`src/rtl/can_destuff_sampler.sv`:
```
// CAN receive bit sampler with hard sync, bit destuffing,
// stuff-error detection and bus-idle tracking.
module can_destuff_sampler #(
  parameter int CLKS_PER_BIT = 10,
  parameter int SAMPLE_POINT = 7,
  parameter int STUFF_LEN    = 5,
  parameter int IDLE_BITS    = 11
) (
  input  logic i_Clock,
  input  logic i_Reset_n,
  input  logic i_Rx_Serial,
  input  logic i_Stuff_En,
  output logic o_Sof,
  output logic o_Bit_Valid,
  output logic o_Bit_Data,
  output logic o_Stuff_Bit,
  output logic o_Stuff_Error,
  output logic o_Bus_Idle
);

  localparam int CW = $clog2(CLKS_PER_BIT);
  localparam int RW = $clog2(STUFF_LEN + 1);
  localparam int NW = $clog2(IDLE_BITS + 1);

  typedef enum logic [1:0] {
    S_IDLE_WAIT,
    S_IDLE,
    S_RUN
  } state_e;

  state_e state_q, state_d;
  logic sync1_q, sync2_q, prev_q;
  logic [CW-1:0] cnt_q, cnt_d;
  logic [RW-1:0] run_q, run_d;
  logic [NW-1:0] rec_q, rec_d;
  logic sofp_q, sofp_d;
  logic last_q, last_d;
  logic sof_q, sof_d;
  logic valid_q, valid_d;
  logic data_q, data_d;
  logic stuff_q, stuff_d;
  logic err_q, err_d;
  logic idle_q, idle_d;

  logic fell, strobe, smp, take, body, at_len;
  logic ev_sof, ev_stuff, ev_err, ev_emit;
  logic rec_full;
  logic [NW-1:0] rec_nxt;
  logic [RW-1:0] run_inc;

  always_ff @(posedge i_Clock or negedge i_Reset_n) begin
    if (!i_Reset_n) begin
      state_q <= S_IDLE_WAIT;
      sync1_q <= 1'b1;
      sync2_q <= 1'b1;
      prev_q  <= 1'b1;
      cnt_q   <= '0;
      run_q   <= '0;
      rec_q   <= '0;
      sofp_q  <= 1'b0;
      last_q  <= 1'b0;
      sof_q   <= 1'b0;
      valid_q <= 1'b0;
      data_q  <= 1'b0;
      stuff_q <= 1'b0;
      err_q   <= 1'b0;
      idle_q  <= 1'b0;
    end else begin
      state_q <= state_d;
      sync1_q <= i_Rx_Serial;
      sync2_q <= sync1_q;
      prev_q  <= sync2_q;
      cnt_q   <= cnt_d;
      run_q   <= run_d;
      rec_q   <= rec_d;
      sofp_q  <= sofp_d;
      last_q  <= last_d;
      sof_q   <= sof_d;
      valid_q <= valid_d;
      data_q  <= data_d;
      stuff_q <= stuff_d;
      err_q   <= err_d;
      idle_q  <= idle_d;
    end
  end

  always_comb begin
    fell   = prev_q & ~sync2_q;
    strobe = (cnt_q == CW'(SAMPLE_POINT));
    smp    = sync2_q;
    take   = strobe & (state_q == S_RUN);
    body   = take & ~sofp_q;
    at_len = (run_q == RW'(STUFF_LEN));
    ev_sof   = take & sofp_q & ~smp;
    ev_stuff = body & i_Stuff_En & at_len & (smp != last_q);
    ev_err   = body & i_Stuff_En & at_len & (smp == last_q);
    ev_emit  = body & ~(i_Stuff_En & at_len);
    if (rec_q == NW'(IDLE_BITS)) rec_nxt = rec_q;
    else                         rec_nxt = rec_q + NW'(1);
    if (!smp) rec_nxt = '0;
    rec_full = (rec_nxt == NW'(IDLE_BITS));
    run_inc  = at_len ? run_q : run_q + RW'(1);
  end

  always_comb begin
    state_d = state_q;
    cnt_d   = (cnt_q == CW'(CLKS_PER_BIT - 1)) ? '0 : cnt_q + CW'(1);
    run_d   = run_q;
    rec_d   = rec_q;
    sofp_d  = sofp_q;
    last_d  = last_q;
    unique case (state_q)
      S_IDLE_WAIT: begin
        if (strobe) begin
          rec_d = rec_nxt;
          if (rec_full) state_d = S_IDLE;
        end
      end
      S_IDLE: begin
        cnt_d = '0;
        if (fell) begin
          // edge cycle counts as bit clock 0
          cnt_d   = CW'(1);
          state_d = S_RUN;
          sofp_d  = 1'b1;
        end
      end
      S_RUN: begin
        if (fell) cnt_d = CW'(1);
        if (strobe) begin
          rec_d = rec_nxt;
          if (sofp_q) begin
            if (smp) begin
              state_d = S_IDLE;
            end else begin
              sofp_d = 1'b0;
              run_d  = RW'(1);
              last_d = 1'b0;
            end
          end else if (ev_err) begin
            state_d = S_IDLE_WAIT;
            rec_d   = '0;
          end else begin
            last_d = smp;
            if (ev_stuff || !i_Stuff_En)
              run_d = RW'(1);
            else
              run_d = (smp == last_q) ? run_inc : RW'(1);
            if (rec_full) state_d = S_IDLE;
          end
        end
      end
      default: state_d = S_IDLE_WAIT;
    endcase
  end

  always_comb begin
    sof_d   = ev_sof;
    valid_d = ev_emit;
    stuff_d = ev_stuff;
    data_d  = ev_emit ? smp : data_q;
    idle_d  = (state_d == S_IDLE);
    err_d   = err_q;
    unique case (1'b1)
      ev_sof:  err_d = 1'b0;
      ev_err:  err_d = 1'b1;
      default: err_d = err_q;
    endcase
  end

  assign o_Sof         = sof_q;
  assign o_Bit_Valid   = valid_q;
  assign o_Bit_Data    = data_q;
  assign o_Stuff_Bit   = stuff_q;
  assign o_Stuff_Error = err_q;
  assign o_Bus_Idle    = idle_q;

endmodule

```
`config.mk`:
```
export PLATFORM = sky130hd
export DESIGN_NAME = can_destuff_sampler
export DESIGN_NICKNAME = d
export VERILOG_FILES = /design/src/rtl/can_destuff_sampler.sv
export SDC_FILE = /design/constraint.sdc
export NUM_CORES = 1
export LEC_CHECK = 0
export BUFFER_PORTS_ARGS = -buffer_cell sky130_fd_sc_hd__buf_4
export CAP_MARGIN = 20
export CORE_UTILIZATION = 45
export DETAILED_ROUTE_END_ITERATION = 10
export REMOVE_ABC_BUFFERS = 1
export SETUP_SLACK_MARGIN = 0.15
export SYNTH_ARGS = -nofsm -noshare
export SYNTH_HDL_FRONTEND = slang
export SYNTH_SLANG_ARGS = --single-unit
```
`constraint.sdc`:
```
create_clock -name i_Clock -period 2.1 [get_ports i_Clock]
set_input_delay 0.21 -clock i_Clock [delete_from_list [all_inputs] [get_ports i_Clock]]
set_output_delay 0.21 -clock i_Clock [all_outputs]
set_load 0.01 [all_outputs]
```
Yosys cells after proc, flatten, opt, wreduce, memory -nomap -nowiden
Index checks and enable logic that the tools add are counted. W data, S select, Z words.

Add/subtract/negate cells: 3. Equal/unequal tests: 16. Muxes and demuxes: 34. Bitwise operators: 14. Reduce and logical (&&, ||, !) cells: 10.

Operators with widths (number): $mux W4 (8); $mux W3 (6); $pmux W4 S2 (2); $mux W2 (7); $eq A4 B4 Y1 const B (3); $and A1 B1 Y1 (11); $ne A2 B2 Y1 const B (5); $add A4 B1 Y4 const B (2); $mux W1 (8); $pmux W2 S3 (1); $reduce_and A3 Y1 (2); $reduce_bool A2 Y1 (3); $reduce_and A5 Y1 (1); $eq A2 B1 Y1 const B (2); $eq A4 B3 Y1 const B (1); $ne A4 B3 Y1 const B (1); $pmux W1 S2 (2); $reduce_and A4 Y1 (1); $add A3 B1 Y3 const B (1); $eq A3 B3 Y1 const B (1); $not A1 Y1 (3); $eq A2 B2 Y1 const B (1); $logic_not A2 Y1 (1); $eq A1 B1 Y1 (1); 3 further kinds (3).

Flip-flop bits (word level): 24. Logic and storage cells: 92.

Longest topological paths before layout
Gate-level depths: netlist of the first run.

Depth after elaboration: 11. Gate-level depth with buffers: 7. Gate-level depth less buffers: 7.

Worst setup path after synthesis of the first run
Ideal clock, no wire load.

Kind: flip-flop to flip-flop. Start: register rec_q[0]. End: register idle_q (netlist: o_Bus_Idle). Library setup time: 0.066 ns. Arrival time: 1.836 ns. Data required time: 2.034 ns. Slack: 0.197 ns. Cell stages (with the launch flop): 7. Path buffers: 0. Path through: dfrtp_1 > ha_1 > or4b_1 > o211ai_1 > nand3_1 > o311ai_2 > o311a_1.

Longest elaborated chain between the ends: 10. Elaborated cells between the ends (all ways): 12. Those cells by class: add/sub: 1; eq/ne: 3; mux: 8.

RTL lines: start, declared (line 35) `logic [NW-1:0] rec_q, rec_d;`; start signal, assigned (line 75) `rec_q <= rec_d;`; $add A4 B1 Y4 or $eq A4 B4 Y1 (tied branches) (line 99, 98); $mux W4 (*) (line 98) `if (rec_q == NW'(IDLE_BITS)) rec_nxt = rec_q;`; $mux W4 (*) (line 100) `if (!smp) rec_nxt = '0;`; $eq A4 B4 Y1 (*) (line 101) `rec_full = (rec_nxt == NW'(IDLE_BITS));`; $mux W2 (*) (line 116, 149); $mux W2 (line 140) `end else if (ev_err) begin`; $mux W2 (line 132) `if (sofp_q) begin`; $mux W2 (line 130) `if (strobe) begin`; $pmux W2 S3 (*) (line 112) `unique case (state_q)`; $eq A2 B1 Y1 (*) (line 162) `idle_d = (state_d == S_IDLE);`; via idle_d (line 43) `logic idle_q, idle_d;`; end signal, assigned (line 83) `idle_q <= idle_d;`; end, declared (line 43).

Mark *: on every way through the listed nets, which the timed path passes. The rest lies on a longest branch. A chain may end at the register's enable or synchronous reset.

Worst setup path after layout of the first run
Start: register rec_q[1]. End: register idle_q (netlist: o_Bus_Idle).

Same word-level chain as after synthesis.

==> flow_summary.toml, run 1 <==
[status]
outcome = "complete, no violations"

[die]
dieArea_um2 = 3170
initial_utilization_pct = 47.6
ioPinCount = 10
core_region_area_um2 = 2780
die_y_um = 56.3
rows = 19
die_x_um = 56.3

[pwr]
power_frac_clock_pct = 27.9
sw_frac_of_total_pct = 22.7
power_density_nw_per_um2 = 476
power_switching_mw = 0.169
p_leak_nw = 0.685
combPwrFrac_pct = 7.1
p_int_mw = 0.573
vdd_drop_max_mv = 0.441
seqPwrFrac_pct = 65.0

[place]
io_buffers = 9
dp_hpwl_um = 1890
gp_congestion = 0.792

[route]
detailroute.via_count = 1074
routedWlPerCell_um = 14.4
firstDrtPassIters = 4
drcViolationCount = 0
drtAntennaViolNets = 0
initialDrtViolationCount = 33
wl_um = 2670
viasPerCell = 5.81

[global_route]
overflow = 0
grt_max_degree = 25
first_global_vias = 1096
grtUsageTotal_pct = 19.6
grt_pass1_wl_um = 4930
antenna_found_initial = 0

[worst_setup_path]
cpPeakStageDelay_ns = 0.44
worstPathArrival_ns = 2.21
cp.required_ns = 2.36
end_kind = "register"
cp-start-kind = "register"
crit_fanout = 3
critPathSlowestCell = "dfrtp_1"
crit_type = "register to register"
crit_path_cell_trace = "ha_4 -> or4b_1 -> o211ai_1 -> nand3_2 -> o311ai_4 -> o311a_1"

[clocking]
numCtsBuffers = 3
cts_tree = "yes"
cts_max_path_buffers = 2
htree_levels = 1
worstSkewPairLatency_ns = 0.31
clock-root-buffer = "clkbuf_4"
clock-sinks = 24
clkTransAtPathRegs_ns = 0.13

[timing]
fin_worst_skew_ns = 0.00508
worst_slew_pin_slew_ns = 0.384
hold_viol_final = 0
setup_viol = 0
rsz0062_at_grt = "yes"
slew_headroom_pct = 74.2
period_share_pct = 93.1
fmax_mhz = 511
fin_crit_ns = 1.96
slew_viol_final = 0
tns_ns = 0

[logic_synthesis]
synth-main-ff-cell = "dfrtp_1"
yosys_warnings = 0
yosys.cell_types.count = 40
synthArstFlopShare_pct = 100
ys_seq_elements = 24
synth_edf_count = 0
ys_seq_area_share_pct = 45.6
synth_area_um2 = 1330
synthCells = 136
syn_area_per_cell_um2 = 9.74

[finish]
final_common_cell = "dfrtp_1"
utilization_pct = 56.0
area_growth_pct = 17.5
diodes = 0
nNetsFinal = 166
final_cell_mix = "dfrtp_1 (20), buf_4 (16), o21ai_0 (15)"
drive_gt1_share_pct = 20.8

[worst_hold_path]
hold_class = "input pin to register"

[job]
cap_violations = 0
==> final cells by class <==
type,count,area [µm²]
Fill cell,265,1220
Multi-Input combinational cell,101,716
Sequential cell,24,609
Timing Repair Buffer,18,140
Tap cell,31,38.8
Clock buffer,4,26.3
Inverter,7,26.3
==> per-layer routing <==
layer	up-vias	GRT usage [%]	wire [µm]
li1	530	-	-
met1	530	25.7	1220
met2	12	34.0	1360
met3	2	4.15	61
met4	0	3.14	17
met5	-	0	0
==> through the flow <==
step                      instance area (µm²)  setup WS [ns]  instances  hold slack (ns)  power [mW]
after CTS                                1520          0.157        185            0.259       0.751
after detailed placement                 1450         0.0717        177            0.126       0.530
after global routing                     1560         0.0436        185            0.280       0.781
after floorplan                          1310          0.204        132          -0.0856       0.507
after global placement                   1450          0.139        177            0.121       0.527
final                                    1560          0.145        185            0.274       0.741
==> flip-flops by register name (all words and copies together), names as in the netlist, 2 cells and up <==
name and count:
cnt_q 4, state_q 2, rec_q 4, run_q 3
==> cells in the mapped netlist (4+ instances only) <==
| master | count | area share (%) |
|---|---|---|
| a21oi_1 | 9 | 3.4 |
| dfrtp_1 | 21 | 40 |
| ha_1 | 7 | 6.6 |
| inv_1 | 7 | 2.0 |
| nand2_1 | 7 | 2.0 |
| nand2b_1 | 4 | 1.9 |
| nor2_1 | 12 | 3.4 |
| nor2b_1 | 4 | 1.9 |
| nor3_1 | 4 | 1.5 |
| o21ai_0 | 15 | 5.7 |
| o31ai_1 | 5 | 2.8 |
==> worst max-delay path, delay by kind of cell, from the launching register on <==
| family | cells | cell delay, ns |
|---|---|---|
| DFF | 1 | 0.44 |
| adders and majority gates | 1 | 0.28 |
| and+or+nand+nor | 2 | 0.57 |
| AOI/OAI and AO/OA | 3 | 0.62 |
==> path summary, 6_finish.rpt <==
path,from,to,slack [ns],cells after the start
max in group asynchronous,i_Reset_n,prev_q,1.50,2
worst max-delay path,rec_q[1],o_Bus_Idle,0.14,6
worst max register to register,rec_q[1],o_Bus_Idle,0.14,6
worst min-delay path,i_Stuff_En,o_Stuff_Error,0.27,3
min in group asynchronous,i_Reset_n,run_q[2],0.31,2
worst min register to register,sync1_q,smp,0.37,0
==> power groups by stage <==
stage                     Combinational (mW)  Sequential, mW  Clock, mW
after floorplan                       0.0203           0.487          0
after global placement                0.0382           0.489          0
after detailed placement              0.0400           0.490          0
after CTS                             0.0522           0.481      0.218
after global routing                  0.0593           0.484      0.238
final                                 0.0527           0.482      0.207
==> cells by family after synthesis <==
kind of cell | count (synthesis) | synth area share, %
AND/OR/NAND/NOR | 45 | 18.7
AO/OA/AOI/OAI | 44 | 21.9
adder cells (fa/ha/maj) | 7 | 6.61
XOR/XNOR | 2 | 1.32
flip-flops | 24 | 45.6
multiplexers | 3 | 2.46
buffers and inverters | 11 | 3.40
==> timing repair <==
item | in CTS | in global routing
resized for setup | 1 | 6
endpoints found under the hold margin | 22 | 0
pin swaps | 4 | 4
hold buffers | 2 | 0
endpoints found under the setup margin | 2 | 7
buffers inserted | 2 | 0
(Power assumes the default switching activity.)
==> inputs of run 2 (changes only) <==
CORE_UTILIZATION = 58   (was 45)
PLACE_DENSITY = 0.77   (was default)
==> run 2 against run 1 <==
Clock power increased by 60%. Sequential share of layout area decreased by 0.78 points. Non-clock buffer count increased by 1. Routed wire length increased by 4.1%. Global-route usage increased by 5.4 points. Largest cell class unchanged.
==> flow_summary.toml, run 2 (synthesized netlist as in run 1, its figures left out) <==
[status]
outcome = "complete, no violations"

[clocking]
cts_max_path_buffers = 2
htree_levels = 1
clkTransAtPathRegs_ns = 0.13
worstSkewPairLatency_ns = 0.32
clock-root-buffer = "clkbuf_4"
clock-sinks = 24
numCtsBuffers = 3
cts_tree = "yes"

[timing]
tns_ns = 0
fmax_mhz = 508
fin_worst_skew_ns = 0.00900
worst_slew_pin_slew_ns = 0.408
setup_viol = 0
fin_crit_ns = 1.97
period_share_pct = 93.8
slew_headroom_pct = 72.5
hold_viol_final = 0
rsz0062_at_grt = "yes"
slew_viol_final = 0

[route]
initialDrtViolationCount = 30
drcViolationCount = 0
viasPerCell = 6.14
routedWlPerCell_um = 15.2
wl_um = 2770
drtAntennaViolNets = 0
detailroute.via_count = 1118
firstDrtPassIters = 4

[worst_setup_path]
end_kind = "register"
cp-start-kind = "register"
worstPathArrival_ns = 2.23
cp.required_ns = 2.36
crit_fanout = 3
crit_type = "register to register"

[place]
gp_congestion = 0.935
io_buffers = 9
dp_hpwl_um = 1990
dp_cells = 175

[finish]
fillers = 146
reg_top3 = "cnt_q (4), rec_q (4), run_q (3)"
area_growth_pct = 18.9
nNetsFinal = 167
final_common_cell = "dfrtp_1"
diodes = 0
fin_cells = 182
final_cell_mix = "dfrtp_1 (21), buf_4 (17), o21ai_0 (15)"
drive_gt1_share_pct = 21.3

[pwr]
power_density_nw_per_um2 = 549
vdd_drop_max_mv = 0.399
p_leak_nw = 0.700

[worst_hold_path]
hold_class = "input pin to register"

[global_route]
grt_max_degree = 25
overflow = 0
antenna_found_initial = 0
grt_pass1_wl_um = 4660
grtUsageTotal_pct = 25.0
first_global_vias = 1084

[job]
cap_violations = 0

[die]
dieArea_um2 = 2480
die_y_um = 49.8
initial_utilization_pct = 64.3
die_x_um = 49.8
core_region_area_um2 = 2060
rows = 16
ioPinCount = 10
## run 2: cell types whose count changed in the layout (fill, tap and decap cells not counted), sizes merged
cell / change
bufinv: +1
buf: +1
clkbuf: -1
## run 2: power by group
| part | leakage (nW) | internal [mW] | switching (mW) |
|---|---|---|---|
| logic | 0.364 | 0.0274 | 0.0288 |
| clock network | 0.0279 | 0.193 | 0.137 |
| registers | 0.308 | 0.471 | 0.00722 |
| total | 0.700 | 0.692 | 0.173 |
## run 2: worst max-delay path, stage by stage (launching register included)
cell and delay, ns:
dfrtp_1 0.44, ha_4 0.28, or4b_1 0.44, o211ai_1 0.12, nand3_2 0.16, o311ai_4 0.27, o311a_1 0.20
## run 2: layout make-up
type	instances	area [µm²]	share of cell area, %
Timing Repair Buffer	19	148	9.37
Sequential cell	24	604	38.4
Inverter	7	26.3	1.67
Clock inverter	1	30.0	1.91
Multi-Input combinational cell	101	711	45.1
Tap cell	27	33.8	2.14
Clock buffer	3	22.5	1.43
## run 2: what timing repair did
| item | in CTS | in global routing |
|---|---|---|
| pin swaps | 3 | 0 |
| buffers inserted | 1 | 0 |
| gates resized for setup | 3 | 2 |
| hold endpoints to repair | 22 | 0 |
| hold buffers | 2 | 0 |
| endpoints found under the setup margin | 2 | 4 |
## run 2: final timing paths
path,startpoint,end,slack [ns],cells after the start
setup reg to reg,rec_q[0],o_Bus_Idle,0.13,6
hold / removal,i_Stuff_En,o_Stuff_Error,0.27,3
min in group asynchronous,i_Reset_n,run_q[1],0.30,2
setup / recovery,rec_q[0],o_Bus_Idle,0.13,6
hold reg to reg,sync1_q,smp,0.37,0
max in group asynchronous,i_Reset_n,prev_q,1.50,2
## run 2: layer usage
layer  GRT usage, %  vias up  wire length (µm)
li1               -      532                 -
met1           30.3      555              1280
met2           44.6       26              1370
met3           3.70        5                87
met4           8.57        0                41
met5              0        -                 0
## run 2: through the flow
step / instance area, µm² / hold slack, ns / setup slack, ns / utilization, % / power [mW]
5_1_grt: 1580 / 0.262 / 0.0755 / 76.4 / 0.901
3_5_place_dp: 1460 / 0.120 / 0.0642 / 70.8 / 0.532
3_3_place_gp: 1460 / 0.118 / 0.152 / 70.8 / 0.529
2_1_floorplan: 1310 / -0.0856 / 0.204 / - / 0.507
6_report: 1580 / 0.266 / 0.131 / 76.4 / 0.865
4_1_cts: 1570 / 0.258 / 0.173 / 76.0 / 0.870
==> inputs of run 3 (changes only) <==
ABC_AREA = 1   (was default)
CELL_PAD_IN_SITES_DETAIL_PLACEMENT = 1   (was default)
CELL_PAD_IN_SITES_GLOBAL_PLACEMENT = 1   (was default)
CORE_UTILIZATION = 45   (was 58)
PLACE_DENSITY = default   (was 0.77)
PLACE_DENSITY_LB_ADDON = 0.1   (was default)
==> run 3 against run 2 <==
The flow now finishes with violations (design-rule violations). Cell count rose by 9.3%. Area after synthesis rose by 2.0%. Clock skew fell by 0.0078 ns. Total power fell by 11%. Utilization fell by 22 points. Die area rose by 30%. Critical path type unchanged. Largest cell class unchanged.
==> flow_summary.toml, run 3 <==
[status]
outcome = "complete, but fails checks"
violations = "design-rule violations"

[logic_synthesis]
synth_compound_area_share_pct = 12.1
synthCells = 152
yosys_warnings = 0
yosys.area.top_type_share_pct = 38.9
synth-main-ff-cell = "dfrtp_1"
ys_seq_elements = 24
yosysMostFrequentCell = "nand2_1"
yosys.area_share.simple_pct = 25.9
yosys.cell_types.count = 30
synthArstFlopShare_pct = 100
synth_common_cells = "nand2_1 (27), inv_1 (25), dfrtp_1 (21)"
synth_top_cell_by_area = "dfrtp_1"
synth_top_family_by_area = "simple AND/OR/NAND/NOR gates"
syn_area_per_cell_um2 = 8.89
muxShareOfSynthArea_pct = 0
ys_seq_area_share_pct = 44.7
synthTopCellsByArea = "dfrtp_1 (39%), nand2_1 (7.5%), inv_1 (6.9%)"
synth_fa_ha_area_share_pct = 6.48
synth-xor-area-share_pct = 2.50
synth_edf_count = 0
synth_area_um2 = 1350

[global_route]
top_usage_layer = "met2"
antenna_found_initial = 0
overflow = 0
gr-usage-met1_pct = 25.3
first_global_vias = 1157
grtUsageTotal_pct = 21.4
grt_max_degree = 25
use_met3_pct = 2.76
use_met2_pct = 40.3
grt_pass1_wl_um = 5180

[pwr]
power_frac_clock_pct = 31.7
sw_frac_of_total_pct = 22.5
p_int_mw = 0.594
power_density_nw_per_um2 = 503
p_leak_nw = 0.783
vdd_drop_max_mv = 0.436
seqPwrFrac_pct = 62.4
combPwrFrac_pct = 5.9
power_switching_mw = 0.172

[route]
initialDrtViolationCount = 44
drtAntennaViolNets = 0
viasPerCell = 5.38
wl_um = 2880
detailroute.via_count = 1071
drcViolationCount = 2
routedWlPerCell_um = 14.5
firstDrtPassIters = 7

[die]
die_y_um = 56.8
die_x_um = 56.8
ioPinCount = 10
dieArea_um2 = 3230
initial_utilization_pct = 48.2
rows = 19
core_region_area_um2 = 2810

[clocking]
htree_levels = 1
worstSkewPairLatency_ns = 0.31
cts_max_path_buffers = 2
clkTransAtPathRegs_ns = 0.13
clock-sinks = 24
numCtsBuffers = 3
cts_tree = "yes"
clock-root-buffer = "clkbuf_4"

[worst_setup_path]
crit_type = "register to register"
worstPathArrival_ns = 2.02
cp.required_ns = 2.33
cp-start-kind = "register"
end_kind = "register"
crit_fanout = 9

[finish]
utilization_pct = 54.3
reg_top3 = "cnt_q (4), rec_q (4), run_q (3)"
final_cell_mix = "nand2_1 (27), inv_1 (24), dfrtp_1 (21)"
final_common_cell = "nand2_1"
diodes = 0
area_growth_pct = 12.8
drive_gt1_share_pct = 19.6
fillers = 349
nNetsFinal = 180

[timing]
whs_ns = 0.116
slew_viol_final = 0
slew_headroom_pct = 79.5
fin_crit_ns = 1.80
worst_slew_pin_slew_ns = 0.308
fmax_mhz = 557
setup_viol = 0
period_share_pct = 85.5
rsz0062_at_grt = "no"
hold_viol_final = 0
tns_ns = 0
fin_worst_skew_ns = 0.00118

[worst_hold_path]
hold_class = "input pin to register"

[place]
gp_congestion = 0.820
io_buffers = 9
dp_hpwl_um = 2220

[job]
cap_violations = 0
==> run 3: cell families after synthesis <==
family / Yosys count
xor gates and xnor gates: 3
buffers and inverters: 27
and+or+nand+nor: 65
AOI/OAI and AO/OA: 26
adders and majority gates: 7
DFF: 24
==> run 3: repair_timing <==
item,CTS,global route
hold buffers,2,0
resized for setup,0,3
setup endpoints to repair,0,6
endpoints found under the hold margin,22,0
buffers inserted,0,1
==> run 3: worst paths after layout <==
path,start,endpoint,slack [ns],cells past startpoint
worst max-delay path,smp,state_q[1],0.30,10
worst min-delay path,i_Stuff_En,o_Bit_Valid,0.12,2
worst max register to register,smp,state_q[1],0.30,10
worst min register to register,sync1_q,smp,0.37,0
max in group asynchronous,i_Reset_n,prev_q,1.49,2
min in group asynchronous,i_Reset_n,rec_q[0],0.32,2
==> run 3: power by group through the flow <==
stage / logic [mW] / clock network (mW) / registers [mW]
4_1_cts: 0.0428 / 0.255 / 0.480
3_3_place_gp: 0.0378 / 0 / 0.488
2_1_floorplan: 0.0199 / 0 / 0.486
6_report: 0.0449 / 0.243 / 0.479
3_5_place_dp: 0.0397 / 0 / 0.488
5_1_grt: 0.0527 / 0.270 / 0.480
==> run 3: per-layer routing <==
metal | vias up | part of all wire (%)
met5 | - | 0
met4 | 0 | 1.1
met3 | 4 | 1.7
met2 | 9 | 53
met1 | 524 | 44
li1 | 534 | -
==> run 3: stage by stage <==
step | cells | power [mW] | cell area (µm²) | setup WS (ns)
global route | 199 | 0.803 | 1520 | 0.166
CTS | 198 | 0.777 | 1510 | 0.207
finish | 199 | 0.767 | 1520 | 0.304
global placement | 192 | 0.526 | 1450 | 0.371
detailed placement | 192 | 0.528 | 1450 | 0.252
floorplan | 151 | 0.506 | 1340 | 0.505
==> run 3: layout make-up <==
class | count | area, µm² | share of cell area (%)
Clock buffer | 4 | 36.3 | 2.38
Sequential cell | 24 | 604 | 39.7
Timing Repair Buffer | 13 | 103 | 6.73
Tap cell | 31 | 38.8 | 2.55
Multi-Input combinational cell | 101 | 642 | 42.1
Inverter | 26 | 100 | 6.57
==> run 3: worst max-delay path, stage by stage, from the launching register on <==
cell and delay (ns):
dfstp_2 0.69, xnor2_2 0.15, nand2_1 0.15, nor2_2 0.19, nand2_4 0.13, nand3_2 0.09, nand2_1 0.05, nand2_1 0.08
nand3_2 0.08, nand2_1 0.07, inv_1 0.03
